## src/rtl/fetch_sequencer_pkg.sv

```systemverilog
// fetch_sequencer_pkg
//   Shared definitions for the fetch/execute sequencer: FSM state encoding
//   and default configuration constants.
//   Optional build macro used by the sequencer: FETCH_TIMEOUT_EN.
package fetch_sequencer_pkg;

   typedef enum logic [1:0] {
      FETCH    = 2'd0,
      WAIT_ACK = 2'd1,
      EXECUTE  = 2'd2,
      HALT     = 2'd3
   } fs_state_e;

   localparam logic [31:0] DEFAULT_RESET_VECTOR = 32'h0000_3000;
   localparam int          DEFAULT_TIMEOUT      = 16;

endpackage

```

## src/rtl/fetch_sequencer_if.sv

```systemverilog
// fetch_sequencer_if
//   Instruction-memory request/acknowledge bus.
//   imem_req   - fetch request (sequencer -> memory)
//   imem_addr  - 30-bit word address of the fetch (sequencer -> memory)
//   imem_ack   - read data valid this cycle (memory -> sequencer)
//   imem_rdata - 32-bit instruction word (memory -> sequencer)
//   Modports: master = sequencer side, slave = memory side.
interface fetch_sequencer_if;
   logic        imem_req;
   logic [29:0] imem_addr;
   logic        imem_ack;
   logic [31:0] imem_rdata;

   modport master (output imem_req, imem_addr, input  imem_ack, imem_rdata);
   modport slave  (input  imem_req, imem_addr, output imem_ack, imem_rdata);
endinterface

```

## src/rtl/fetch_sequencer_watchdog.sv

```systemverilog
// fetch_watchdog
//   Clear/enable/terminal-count counter bounding how long a fetch may wait
//   for its acknowledge. Only instantiated when FETCH_TIMEOUT_EN is defined.
//   clk, rst - clock, synchronous active-high reset
//   clr      - hold count at zero (sequencer not waiting for an ack)
//   en       - a wait cycle passed without ack
//   expired  - this enabled cycle is the TIMEOUT-th one without ack
module fetch_watchdog #(
   parameter int TIMEOUT = 16
) (
   input  logic clk,
   input  logic rst,
   input  logic clr,
   input  logic en,
   output logic expired
);

   localparam int CW = $clog2(TIMEOUT + 1);

   logic [CW-1:0] count;

   always_ff @(posedge clk) begin
      if (rst || clr)
         count <= '0;
      else if (en)
         count <= count + 1'b1;
   end

   // The count would reach TIMEOUT on this edge; flag it now so the FSM
   // leaves WAIT_ACK on the same edge. An ack drops en, so the ack wins.
   assign expired = en && (count == CW'(TIMEOUT - 1));

endmodule

```

## src/rtl/fetch_sequencer.sv

```systemverilog
// fetch_sequencer
//   Multi-cycle fetch/execute sequencer. Owns the architectural word PC,
//   fetches over a variable-latency req/ack bus, holds the instruction while
//   execute runs, and commits npc_next when execute reports ex_done.
//   Optional build macro: FETCH_TIMEOUT_EN (fetch watchdog -> fetch_err + HALT).
//   Ports:
//     clk, rst     - clock, synchronous active-high reset
//     npc_next     - next word address, sampled at commit
//     pc           - current word PC
//     imem         - instruction memory bus (master side)
//     instr        - instruction register
//     instr_valid  - instr valid, execute may proceed
//     ex_done      - execute finished for current instr (commit)
//     halt_req     - halt after the committing instruction
//     halted       - sequencer is in HALT
//     fetch_err    - sticky fetch timeout flag
//     retired      - retired instruction count (wraps)
module fetch_sequencer
   import fetch_sequencer_pkg::*;
#(
   parameter logic [31:0] RESET_VECTOR = DEFAULT_RESET_VECTOR,
   parameter int          TIMEOUT      = DEFAULT_TIMEOUT
) (
   input  logic                clk,
   input  logic                rst,
   input  logic [29:0]         npc_next,
   output logic [29:0]         pc,
   fetch_sequencer_if.master   imem,
   output logic [31:0]         instr,
   output logic                instr_valid,
   input  logic                ex_done,
   input  logic                halt_req,
   output logic                halted,
   output logic                fetch_err,
   output logic [31:0]         retired
);

   if (TIMEOUT < 1) begin : g_bad_timeout
      $error("fetch_sequencer: TIMEOUT must be at least 1");
   end

   fs_state_e state, state_nxt;
   logic      ack_take;
   logic      commit;
   logic      wd_expired;

   assign ack_take = (state == WAIT_ACK) && imem.imem_ack;
   assign commit   = (state == EXECUTE) && ex_done;

`ifdef FETCH_TIMEOUT_EN
   fetch_watchdog #(.TIMEOUT(TIMEOUT)) u_watchdog (
      .clk     (clk),
      .rst     (rst),
      .clr     (state != WAIT_ACK),
      .en      ((state == WAIT_ACK) && !imem.imem_ack),
      .expired (wd_expired)
   );

   always_ff @(posedge clk) begin
      if (rst)
         fetch_err <= 1'b0;
      else if (wd_expired)
         fetch_err <= 1'b1;
   end
`else
   assign wd_expired = 1'b0;
   assign fetch_err  = 1'b0;
`endif

   always_ff @(posedge clk) begin
      if (rst) begin
         state       <= FETCH;
         pc          <= RESET_VECTOR[31:2];
         instr       <= '0;
         instr_valid <= 1'b0;
         retired     <= '0;
      end else begin
         state <= state_nxt;
         if (ack_take) begin
            instr       <= imem.imem_rdata;
            instr_valid <= 1'b1;
         end
         if (commit) begin
            pc          <= npc_next;
            retired     <= retired + 32'd1;
            instr_valid <= 1'b0;
         end
      end
   end

   always_comb begin
      state_nxt = state;
      case (state)
         FETCH:    state_nxt = WAIT_ACK;
         WAIT_ACK: begin
            if (imem.imem_ack)
               state_nxt = EXECUTE;
            else if (wd_expired)
               state_nxt = HALT;
         end
         EXECUTE:  begin
            if (ex_done)
               state_nxt = halt_req ? HALT : FETCH;
         end
         HALT:     state_nxt = HALT;
         default:  state_nxt = FETCH;
      endcase
   end

   // Request is state-decoded so FETCH drives it in its own cycle; masking
   // with rst keeps the bus quiet while reset is being applied.
   assign imem.imem_req  = !rst && ((state == FETCH) || (state == WAIT_ACK));
   assign imem.imem_addr = pc;
   assign halted         = !rst && (state == HALT);

endmodule

```

## src/flat_wrapper.sv

```systemverilog
// flat-port wrapper written by rule: the top's interface ports become plain ports
module fetch_sequencer_flat import fetch_sequencer_pkg::*;
#(
   parameter logic [31:0] RESET_VECTOR = DEFAULT_RESET_VECTOR,
   parameter int          TIMEOUT      = DEFAULT_TIMEOUT
)
  (clk, rst, npc_next, pc, instr, instr_valid, ex_done, halt_req, halted, fetch_err, retired, imem_imem_req, imem_imem_addr, imem_imem_ack, imem_imem_rdata);
  fetch_sequencer_if imem_i ();
  input  logic clk;
  input  logic rst;
  input  logic [29:0] npc_next;
  output logic [29:0] pc;
  output logic [31:0] instr;
  output logic instr_valid;
  input  logic ex_done;
  input  logic halt_req;
  output logic halted;
  output logic fetch_err;
  output logic [31:0] retired;
  output wire logic [$bits(imem_i.imem_req)-1:0] imem_imem_req;
  output wire logic [$bits(imem_i.imem_addr)-1:0] imem_imem_addr;
  input wire logic [$bits(imem_i.imem_ack)-1:0] imem_imem_ack;
  input wire logic [$bits(imem_i.imem_rdata)-1:0] imem_imem_rdata;
  assign imem_imem_req = imem_i.imem_req;
  assign imem_imem_addr = imem_i.imem_addr;
  assign imem_i.imem_ack = imem_imem_ack;
  assign imem_i.imem_rdata = imem_imem_rdata;
  fetch_sequencer #(.RESET_VECTOR(RESET_VECTOR), .TIMEOUT(TIMEOUT)) u_core (.clk(clk), .rst(rst), .npc_next(npc_next), .pc(pc), .imem(imem_i), .instr(instr), .instr_valid(instr_valid), .ex_done(ex_done), .halt_req(halt_req), .halted(halted), .fetch_err(fetch_err), .retired(retired));
endmodule
```

## config.mk

```make
export PLATFORM = sky130hd
export DESIGN_NAME = fetch_sequencer_flat
export DESIGN_NICKNAME = d
export VERILOG_FILES = /design/src/rtl/fetch_sequencer_pkg.sv /design/src/rtl/fetch_sequencer_if.sv /design/src/rtl/fetch_sequencer_watchdog.sv /design/src/rtl/fetch_sequencer.sv /design/src/flat_wrapper.sv
export SDC_FILE = /design/constraint.sdc
export NUM_CORES = 1
export LEC_CHECK = 0
export CORE_MARGIN = 4
export CORE_UTILIZATION = 41
export DETAILED_ROUTE_END_ITERATION = 8
export HOLD_SLACK_MARGIN = 0.02
export MAX_ROUTING_LAYER = met4
export PLACE_DENSITY = 0.81
export SLEW_MARGIN = 5
export SYNTH_ARGS = -nofsm -noshare
export SYNTH_HDL_FRONTEND = slang
export SYNTH_SLANG_ARGS = --single-unit
```

## constraint.sdc

```tcl
create_clock -name clk -period 2 [get_ports clk]
set_input_delay 0.2 -clock clk [delete_from_list [all_inputs] [get_ports clk]]
set_output_delay 0.2 -clock clk [all_outputs]
set_load 0.02 [all_outputs]
```

* Yosys cells after proc, flatten, opt, wreduce, memory -nomap -nowiden
Index checks and enable logic that the tools add are counted.
Word-level totals: output and inout port bits 128, bits of input ports 67, word-level logic and storage cells 24, register bits 97
Cells by class: reductions and logical operators 9, add/sub/neg operators 1, muxes and demuxes 4, eq/ne operators 5
Operators with widths (count):
- $add A32 B1 Y32 const B | 1
- $pmux W2 S4 | 1
- $mux W2 | 3
- $eq A2 B2 Y1 const B | 2
- $logic_and A1 B1 Y1 | 4
- $ne A2 B2 Y1 const B | 2
- $eq A2 B1 Y1 const B | 1
- $logic_not A2 Y1 | 1
- $reduce_and A2 Y1 | 1
- $reduce_or A2 Y1 | 1
- $logic_not A1 Y1 | 1
- $logic_or A1 B1 Y1 | 1

* Depth between registers and ports, before layout
Gate-level depths: netlist of run 1.
depth after elaboration 3, depth in mapped cells 8

* Least setup slack after synthesis of run 1
OpenSTA, ideal clock, no wires.
kind flip-flop to flip-flop, from reg u_core.retired[11], to reg u_core.retired[27], required time 1879 ps, cell stages (with the launch flop) 6, path slack 162 ps, arrival 1717 ps, clock period less this slack 1838 ps, buffers on the path 1, cells stage by stage dfxtp_1 and4_2 nand4_4 buf_6 nor4_1 mux2_2
On the way: longest elaborated chain between the ends 1
Ends and longest elaborated chain:
- start, declared | RTL line fetch_sequencer.sv:35 | output logic [31:0] retired
- start signal, assigned | RTL line fetch_sequencer.sv:85 | retired <= retired + 32'd1;
- $add A32 B1 Y32 | RTL line fetch_sequencer.sv:85
Every way passes these cells. A chain may end at the register's enable or synchronous reset.

* Final worst setup path of run 1
from reg u_core.retired[1], to reg u_core.retired[18]
Same word-level chain as after synthesis.

==> results of run 1 <==
## worst paths after layout
kind,endpoint,slack (ns)
hold / removal,u_core.instr[29]$_SDFFE_PP0P_,0.20
setup reg to reg,u_core.retired[18]$_SDFFE_PP0P_,0.17
hold reg to reg,u_core.instr[29]$_SDFFE_PP0P_,0.46
setup / recovery,u_core.retired[18]$_SDFFE_PP0P_,0.17
## flip-flops by register name, summed over array words and instances (netlist names)
name / flops
u_core.imem.imem_addr: 30
u_core.instr: 32
u_core.instr_valid: 1
u_core.retired: 32
u_core.state: 2
## layer usage
layer	part of all wire, %	vias up
met1	42	1889
li1	-	1998
met2	48	161
met3	7.1	25
met5	0	-
met4	2.6	0
## metrics by stage
step                cell area (µm²)  instances  utilization [%]  worst slack, ns
floorplan                      4060        499                -            0.162
global placement               5950        782             61.1           0.0751
detailed placement             5950        782             61.1           0.0222
CTS                            6150        798             63.2            0.186
global route                   6150        798             63.2           0.0733
finish                         6150        798             63.2            0.171
## cells in the final DEF (no fill, tap or decap), types with 6 or more instances in the layout
cell type,Yosys,final
buf_4,34,18
a21oi_1,84,84
or4_1,16,16
clkbuf_8,0,10
nand4_1,11,11
nand2_1,137,137
xor2_1,6,6
dfxtp_1,97,97
o21ai_0,6,6
nor2_1,14,13
clkdlybuf4s50_1,0,192
nand3_1,7,7
o31ai_1,16,16
## worst max-delay path: cells and delay by family (launching register included)
| family | cells | cell delay, ns |
|---|---|---|
| flops | 1 | 0.46 |
| simple gates | 3 | 0.93 |
| fa+ha+maj | 1 | 0.22 |
| compound gates | 1 | 0.15 |
## where the power goes
group | total, W | switching, W | internal [W]
Clock | 0.00130 | 0.000679 | 0.000620
Sequential | 0.00201 | 0.0000323 | 0.00198
Combinational | 0.000510 | 0.000244 | 0.000266
## final cells by class
| cell class | instances | area share (%) |
|---|---|---|
| clock buffers | 11 | 2.30 |
| repair buffers | 212 | 33.9 |
| multi-input cells | 336 | 28.3 |
| clock inverters | 5 | 1.02 |
| inverters | 4 | 0.244 |
| well taps | 133 | 2.71 |
| flip-flops and latches | 97 | 31.6 |
## cell families (layout without fill, tap and decap cells)
logic type	after synthesis	after routing	synth area share, %
buffers and inverters	66	232	9.48
adder cells (fa/ha/maj)	1	1	0.308
AO/OA/AOI/OAI	107	107	14.2
AND/OR/NAND/NOR	217	217	25.9
other	1	1	0.0923
XOR/XNOR	9	9	1.94
flip-flops	97	97	47.8
multiplexers	1	1	0.277
==> results.md, run 1 <==
- Peak VDD IR: 425 µV
- HPWL after DPL: ~9000 µm
- Largest fanout on the critical path: 8
- Synth Register Bits: 97
- Area occupied by multi-input gates: 0.00174 mm²
- Clock Path Buffers: 2
- Worst slew pin tran: 0.596 ns
- Core Rows: 36
- Post-synth EDFFs: 0
- Setup TNS: 0 ns
- Layout Area Growth over Synthesis: 51.3%
- GR Util met2: between 30% and 40%
- Initial antenna violation count: 0
- CP Data Arrival Time: about 2.1 ns
- Crit-path max cell delay: approximately 0.54 ns
- Routed Antenna Nets: 0
- Synth warn: 0
- Top cells by count, synth: 137 x nand2_1, 97 x dfxtp_1, 84 x a21oi_1
- Netlist cell types: 36
- IO Pins: 195
- Initial Util: 41.8%
- Die Y: 108 µm
- Endpoint class of the critical path: flip-flop
- CP max stage cell: or4_1
- Antenna diode count: 0
- Htree depth: 3
- Gr ovfl total: 0
- Hold path start: rst
- Overall Power: ~0.0038 W
- Min Tclk post-route: between 1.5 and 2 ns
- RSZ-0062 raised after global routing: false
- Fmax achieved: 547 MHz
- Chip Width: 108 µm
- Vias in the first global route: 4030
- WP data required: 2.29 ns
- CTS tree: yes
- PostCTS Resize Cnt: 0
- Port bufs: just under 200
- LEAKAGE: 2.11 nW
- Worst Setup Start Kind: flip-flop
- First-pass GRT wire length: a little under 20000 µm
- Core Region: 0.00973 mm²
- Fraction of layout cells with a size suffix above 1: 6.47%
- Relative slew slack: 60.3%
- # hold bufs at CTS: 0
- CP startpoint: u_core.retired[1]$_SDFFE_PP0P_
- Via count: 4073
- Synth area leader: dfxtp_1
- GRT Max-Usage Layer: met2
- DR pass1 iterations: 4
- Post-synthesis sequential area ratio: 47.8%
- Fillers: 834
- Syn Std Cell Area: 0.00406 mm²
- FF+latch area: 0.00194 mm²
- Fin crit share: 91.4%
- Async SR Flop Fraction: 0%
- Final number of max-transition violations: 0
- Inserted Clock Buffers: 9
- Vias per cell: 5.10
- Crit path cell chain: ha_1 -> and2_1 -> nand2_1 -> or4_1 -> a21oi_1
- Synthesized net count: 567
- Die area: about 0.012 mm²
- Final Hold Fails: 0
- Final Wtd Congestion: 0.856
- Synth top area cells: dfxtp_1 48%, nand2_1 13%, a21oi_1 10%, buf_4 6.3%, o31ai_1 3.0%
- Nets: between 700 and 800
- Reg-to-reg critical path startpoint: u_core.retired[1]$_SDFFE_PP0P_
- Hold WS: slightly below 0.2 ns
- GR Util met3: under 10%
- Synth Area per Inst: 8.14 µm²
- CTS sink count: 97
- Hold path depth: 2
- DRC viols: 0
- GRT Util Overall: between 20% and 30%
- WL/cell: between 15 and 20 µm
- Ys flop type: dfxtp_1
- Post-synthesis cell count: 499
- Clk root buf: clkbuf_8
- Met1 Usage GRT: 25.3%
- Post-CTS Setup Inserts: 0
- Final wirelength: ~12000 µm
- Worst reg2reg path depth: 5
- Max capacitance violation total: 0
- Post-synth top area share: 47.8%
- Drt initial violations: 202
- Worst-Skew Late Latency: 0.36 ns
- Power per cell area: 622 mW/mm²
- Clock Skew: 0.0148 ns
- Hold crit path type: in2reg
- Worst-path clk slew: 0.09 ns
- Status: completed
- Crit Path Class: reg2reg
- Final setup vio count: 0
- Largest net degree at the start of global routing: 90
- Leading cell type by number of instances after synthesis: nand2_1
No activity file was read; power rests on OpenSTA's default activity.
==> inputs of run 2 (changes only) <==
Settings changed: CORE_MARGIN 4 to not set.
==> run 2 against run 1 <==
First-iteration DRC count decreased by 26%. Total power shrank 2.3%. Final area decreased by 0.51%. Clock power fell by 7%. Sequential cell count did not move. Critical endpoint is now u_core.retired[17]$_SDFFE_PP0P_. Highest routed layer unchanged.
==> results.md, run 2 (same netlist as run 1, synthesis figures left out) <==
- CP Depth: 5 (unchanged)
- Chip Width: 102 µm (-5.6%)
- Final wirelength: 11400 µm (-5.2%)
- LEAKAGE: 2.10 nW (-0.37%)
- Crit-path max cell delay: 0.48 ns (-0.06 ns)
- Relative slew slack: 60.1% (-0.13 points)
- Peak VDD IR: 402 µV (-5.4%)
- Port bufs: 193 (unchanged)
- Worst-path clk slew: 0.10 ns (about the same)
- Drt initial violations: 150 (-26%)
- Logic gate share of total power: 13.6% (+0.3 points)
- Hold path depth: 2 (unchanged)
- WP buf/inv: 1 (+1)
- Die Y: 102 µm (-5.6%)
- Clock power frac: 32.5% (-1.5 points)
- Worst Setup Start Kind: flip-flop
- Power per cell area: 611 mW/mm² (-1.8%)
- Hold path start: rst
- WP data required: 2.29 ns (about the same)
- Area occupied by multi-input gates: 0.00174 mm² (unchanged)
- Sequential Power Share: 53.9% (+1.2 points)
- DR pass1 iterations: 4 (unchanged)
- Most common cell after layout, fill and taps aside: clkdlybuf4s50_1
- Fmax achieved: 544 MHz (-0.58%)
- Worst reg2reg path depth: 5 (unchanged)
- First-pass GRT wire length: 17300 µm (-10%)
- Final Hold Fails: 0 (unchanged)
- Initial Util: 43.2% (+1.4 points)
- Top Family by Delay on Critical Path: simple AND/OR/NAND/NOR gates
- Max capacitance violation total: 0 (unchanged)
- Crit Path Class: reg2reg
- HPWL after DPL: 8360 µm (-6.7%)
- Core Region: 0.00942 mm² (-3.2%)
- Setup WS pre-CTS: 0.0172 ns (-0.00501 ns)
- Fraction of layout cells with a size suffix above 1: 6.48% (+0.0097 points)
- P_int: 0.00273 W (-4.9%)
- Nets: 727 (-0.14%)
- Vias in the first global route: 3721 (-7.7%)
- DRC viols: 0 (unchanged)
- Final Wtd Congestion: 0.833 (-2.6%)
- CTS sink count: 97 (unchanged)
- Layout Area Growth over Synthesis: 50.6%
- PostCTS Resize Cnt: 0 (unchanged)
- DP Area: 0.00593 mm² (-0.21%)
- Status: completed
- Htree depth: 3 (unchanged)
- Worst-Skew Late Latency: 0.35 ns (about the same)
- Setup slack after layout: 0.160 ns (-0.0107 ns)
- Fin crit share: 92.0% (+0.54 points)
- Clk root buf: clkbuf_8
- FF+latch area: 0.00194 mm² (unchanged)
- Reg-to-reg critical path startpoint: u_core.retired[11]$_SDFFE_PP0P_
- Endpoint class of the critical path: flip-flop
- Hold WS: 0.168 ns (-0.0273 ns)
- Final setup vio count: 0 (unchanged)
- Worst slew pin tran: 0.598 ns (+0.00192 ns)
- Fillers: 807 (-3.2%)
- WL/cell: 14.4 µm (-4.6%)
- Antenna diode count: 0 (unchanged)
- Initial antenna violation count: 0 (unchanged)
- Routed Antenna Nets: 0 (unchanged)
- Setup TNS: 0 ns (unchanged)
- Hold crit path type: in2reg
- IO Pins: 195 (unchanged)
- Crit path cell chain: and4_2 -> nand4_4 -> buf_4 -> or4_1 -> a21oi_1
- Net Switching: 0.00101 W (+5.4%)
- Gr ovfl total: 0 (unchanged)
- CP Data Arrival Time: 2.12 ns (about the same)
- GRT Util Overall: 22.0% (+0.80 points)
- Clock Skew: 0.00883 ns (-0.00595 ns)
- Most frequent cells in the layout: 192 x clkdlybuf4s50_1, 137 x nand2_1, 97 x dfxtp_1
- Final number of max-transition violations: 0 (unchanged)
- Post-CTS Setup Inserts: 0 (unchanged)
- Inserted Clock Buffers: 9 (unchanged)
- Min Tclk post-route: 1.84 ns (+0.0107 ns)
- Vias per cell: 5.12 (+0.41%)
- Design Area, Final: 0.00612 mm² (-0.51%)
- Largest fanout on the critical path: 12 (+4)
- Largest net degree at the start of global routing: 94 (+4.4%)
- CP max stage cell: or4_1
- RSZ-0062 raised after global routing: false
- Switching share of power: 27.0% (+2.0 points)
- Clock Path Buffers: 2 (unchanged)
- Core Rows: 35 (-2.8%)
- Die area: 0.0103 mm² (-11%)
- Worst R2R Setup Slack: 0.16 ns (about the same)
- CTS tree: yes
- Via count: 4064 (-0.22%)
- # hold bufs at CTS: 0 (unchanged)
- Hold EP: u_core.instr[27]$_SDFFE_PP0P_
- R2R Path End: u_core.retired[17]$_SDFFE_PP0P_
==> run 2: cell count changes in the layout (fill, tap and decap cells not counted), sizes merged <==
| cell | previous run | this run |
|---|---|---|
| inv | 5 | 8 |
| clkbuf | 11 | 9 |
| buf | 20 | 19 |
| bufinv | 1 | 0 |
| clkinv | 1 | 2 |
| clkinvlp | 2 | 1 |
==> run 2: stage by stage <==
step / total power (W) / util [%] / std cells
detailed placement: 0.00257 / 63.0 / 777
global route: 0.00392 / 65.0 / 793
finish: 0.00374 / 65.0 / 793
floorplan: 0.00229 / - / 499
CTS: 0.00379 / 65.0 / 793
global placement: 0.00256 / 63.0 / 777
==> run 2: worst register-to-register path: stages (launching register included) <==
cell and delay (ns):
dfxtp_1 0.45, and4_2 0.34, nand4_4 0.13, buf_4 0.19, or4_1 0.49, a21oi_1 0.18
==> run 2: worst max path at each step <==
stage | start | slack [ns] | to
after floorplan | u_core.retired[11]$_SDFFE_PP0P_ | 0.16 | u_core.retired[27]$_SDFFE_PP0P_
after CTS | u_core.retired[11]$_SDFFE_PP0P_ | 0.16 | u_core.retired[17]$_SDFFE_PP0P_
final | u_core.retired[11]$_SDFFE_PP0P_ | 0.16 | u_core.retired[17]$_SDFFE_PP0P_
after global placement | ex_done | 0.1 | u_core.retired[25]$_SDFFE_PP0P_
after global routing | u_core.retired[0]$_SDFFE_PP0P_ | 0.05 | u_core.retired[18]$_SDFFE_PP0P_
after detailed placement | ex_done | 0.02 | u_core.retired[17]$_SDFFE_PP0P_
==> run 2: area by class of cell <==
class / instances / area share (%)
repair buffers: 211 / 33.9
inverters: 4 / 0.245
well taps: 129 / 2.64
flip-flops and latches: 97 / 31.7
clock inverters: 7 / 1.00
clock buffers: 9 / 2.02
multi-input cells: 336 / 28.4
==> run 2: routing by layer <==
layer | part of all wire (%) | wire, µm | GRT usage, % | vias to the layer above
met5 | 0 | 0 | - | -
met4 | 1.3 | 151 | 7.69 | 0
met3 | 7.5 | 853 | 5.04 | 15
met2 | 50 | 5710 | 37.6 | 160
met1 | 41 | 4680 | 25.0 | 1886
li1 | - | - | - | 2003
==> run 2: power by group through the flow <==
stage,sequential [W],combinational (W),clock (W)
after floorplan,0.00211,0.000175,0
after global placement,0.00206,0.000503,0
final,0.00201,0.000509,0.00121
after detailed placement,0.00206,0.000510,0
after CTS,0.00201,0.000513,0.00126
after global routing,0.00202,0.000548,0.00135
==> inputs of run 3 (changes only) <==
Settings changed: CAP_MARGIN set to 20, CORE_UTILIZATION 41 to 55, DONT_BUFFER_PORTS set to 1, PLACE_DENSITY 0.81 to 0.7.
==> run 3 against run 2 <==
Die area down 25%. Sequential share of layout area up 7.7 points. Clock skew about the same. Clock-buffer cell count up 1. Sequential power up 4%. First-iteration DRC count down 4.7%. Worst hold slack worse by 0.12 ns. Non-clock buffer count down 114. Global-route usage up 5.7 points. Largest cell class is now sequential cells. Largest power group unchanged.
==> results.md, run 3 (same netlist as run 1, synthesis figures left out) <==
- Status: completed
- Post-CTS Setup Inserts: 0 (unchanged)
- Drt initial violations: 143 (-4.7%)
- Largest fanout on the critical path: 23 (+11)
- Final Hold Fails: 0 (unchanged)
- Worst Setup Start Kind: flip-flop
- Vias per cell: 5.75 (+12%)
- Die area: 0.00774 mm² (-25%)
- Port bufs: 0 (-100%)
- Setup TNS: 0 ns (unchanged)
- Initial Util: 58.2% (+15 points)
- Antenna diode count: 0 (unchanged)
- Core Region: 0.00698 mm² (-26%)
- Vias in the first global route: 3570 (-4.1%)
- DR pass1 iterations: 4 (unchanged)
- GRT Util Overall: 27.7% (+5.7 points)
- Fmax achieved: 529 MHz (-2.7%)
- Worst R2R Setup Slack: 0.11 ns (-0.05 ns)
- Inserted Clock Buffers: 9 (unchanged)
- Final setup vio count: 0 (unchanged)
- DRC viols: 0 (unchanged)
- Initial antenna violation count: 0 (unchanged)
- Clk root buf: clkbuf_8
- Clock Path Buffers: 2 (unchanged)
- Final number of max-transition violations: 0 (unchanged)
- Core Rows: 30 (-14%)
- Relative slew slack: 61.7% (+1.5 points)
- Final wirelength: 10600 µm (-6.6%)
- Clock Skew: 0.00859 ns (-0.000238 ns)
- Crit Path Class: reg2reg
- WP data required: 2.30 ns (about the same)
- Fillers: 547 (-32%)
- CP max stage cell: dlygate4sd3_1
- Gr ovfl total: 0 (unchanged)
- Power per cell area: 737 mW/mm² (+21%)
- RSZ-0062 raised after global routing: false
- CTS sink count: 97 (unchanged)
- Worst-Skew Late Latency: 0.35 ns (about the same)
- Die Y: 88.0 µm (-13%)
- Peak VDD IR: 461 µV (+15%)
- Crit-path max cell delay: 0.57 ns (+0.09 ns)
- Fraction of layout cells with a size suffix above 1: 10.4% (+3.9 points)
- Crit path cell chain: and3b_1 -> buf_4 -> buf_6 -> nand2_1 -> a21oi_1 -> dlygate4sd3_1
- Via count: 3716 (-8.6%)
- Worst slew pin tran: 0.575 ns (-0.0231 ns)
- Routed Antenna Nets: 0 (unchanged)
- CTS tree: yes
- WP buf/inv: 3 (+2)
- Largest net degree at the start of global routing: 93 (-1.1%)
- Most frequent cells in the layout: 137 x nand2_1, 97 x dfxtp_1, 84 x a21oi_1
- Fin crit share: 94.5% (+2.5 points)
- Endpoint class of the critical path: flip-flop
- HPWL after DPL: 6440 µm (-23%)
- Final Wtd Congestion: 0.903 (+8.4%)
- Min Tclk post-route: 1.89 ns (+0.0506 ns)
- WL/cell: 16.5 µm (+15%)
- Chip Width: 88.0 µm (-13%)
- Nets: 613 (-16%)
- Layout Area Growth over Synthesis: 21.0%
- Worst-path clk slew: 0.09 ns (about the same)
- IO Pins: 195 (unchanged)
- Htree depth: 3 (unchanged)
- Top Family by Delay on Critical Path: buffers and inverters
- Max capacitance violation total: 0 (unchanged)
- LEAKAGE: 1.78 nW (-15%)
- Hold crit path type: in2reg
- First-pass GRT wire length: 16100 µm (-7.3%)
- Hold WS: 0.0515 ns (-0.117 ns)
- Most common cell after layout, fill and taps aside: nand2_1
- CP Data Arrival Time: 2.19 ns (+0.07 ns)
run 3: changes by cell type in the layout (fill, tap and decap cells not counted), moves of 2 or more:
cell / delta
clkdlybuf4s50_1: -192
dlygate4sd3_1: +62
inv_8: -2
buf_4: +16
run 3: final timing paths:
| kind | depth (start not counted) | from | to |
|---|---|---|---|
| max | 6 | u_core.state[0]$_SDFFE_PP0P_ | u_core.imem.imem_addr[18]$_SDFFE_PP0P_ |
| min | 2 | imem_imem_ack | u_core.state[1]$_SDFFE_PP0P_ |
| max reg2reg | 6 | u_core.state[0]$_SDFFE_PP0P_ | u_core.imem.imem_addr[18]$_SDFFE_PP0P_ |
| min reg2reg | 2 | u_core.instr[30]$_SDFFE_PP0P_ | u_core.instr[30]$_SDFFE_PP0P_ |
run 3: power breakdown:
| part | internal, W | leakage [nW] | switching [W] | total, W |
|---|---|---|---|---|
| sequential | 0.00198 | 0.786 | 0.000117 | 0.00210 |
| clock | 0.000583 | 0.0929 | 0.000669 | 0.00125 |
| combinational | 0.000134 | 0.901 | 0.000140 | 0.000274 |
| total | 0.00270 | 1.78 | 0.000927 | 0.00363 |
run 3: metrics by stage:
step | std cells | total power, W | utilization (%) | instance area [µm²] | worst slack, ns
final | 646 | 0.00363 | 70.4 | 4920 | 0.110
after detailed placement | 567 | 0.00228 | 58.3 | 4070 | 0.192
after floorplan | 499 | 0.00229 | - | 4060 | 0.162
after global routing | 646 | 0.00377 | 70.4 | 4920 | 0.00328
after global placement | 567 | 0.00227 | 58.3 | 4070 | 0.255
after CTS | 646 | 0.00366 | 70.4 | 4910 | 0.0627
run 3: what timing repair did:
| action | in CTS | in global routing |
|---|---|---|
| hold buffers | 63 | 0 |
| setup endpoints to repair | 0 | 4 |
| resized for setup | 0 | 1 |
| endpoints found under the hold margin | 96 | 0 |
run 3: final cells by class:
type	instances	area, µm²	share of cell area (%)
inverters	4	15.0	0.305
flip-flops and latches	97	1940	39.5
well taps	96	120	2.44
multi-input cells	336	1740	35.4
clock buffers	10	128	2.59
repair buffers	97	907	18.4
clock inverters	6	67.6	1.37
run 3: per-layer routing:
layer	vias to the layer above	routed length [µm]	GRT usage (%)
li1	1764	-	-
met1	1745	4150	29.4
met2	174	5410	48.7
met3	33	798	5.75
met4	0	278	13.7
met5	-	0	-
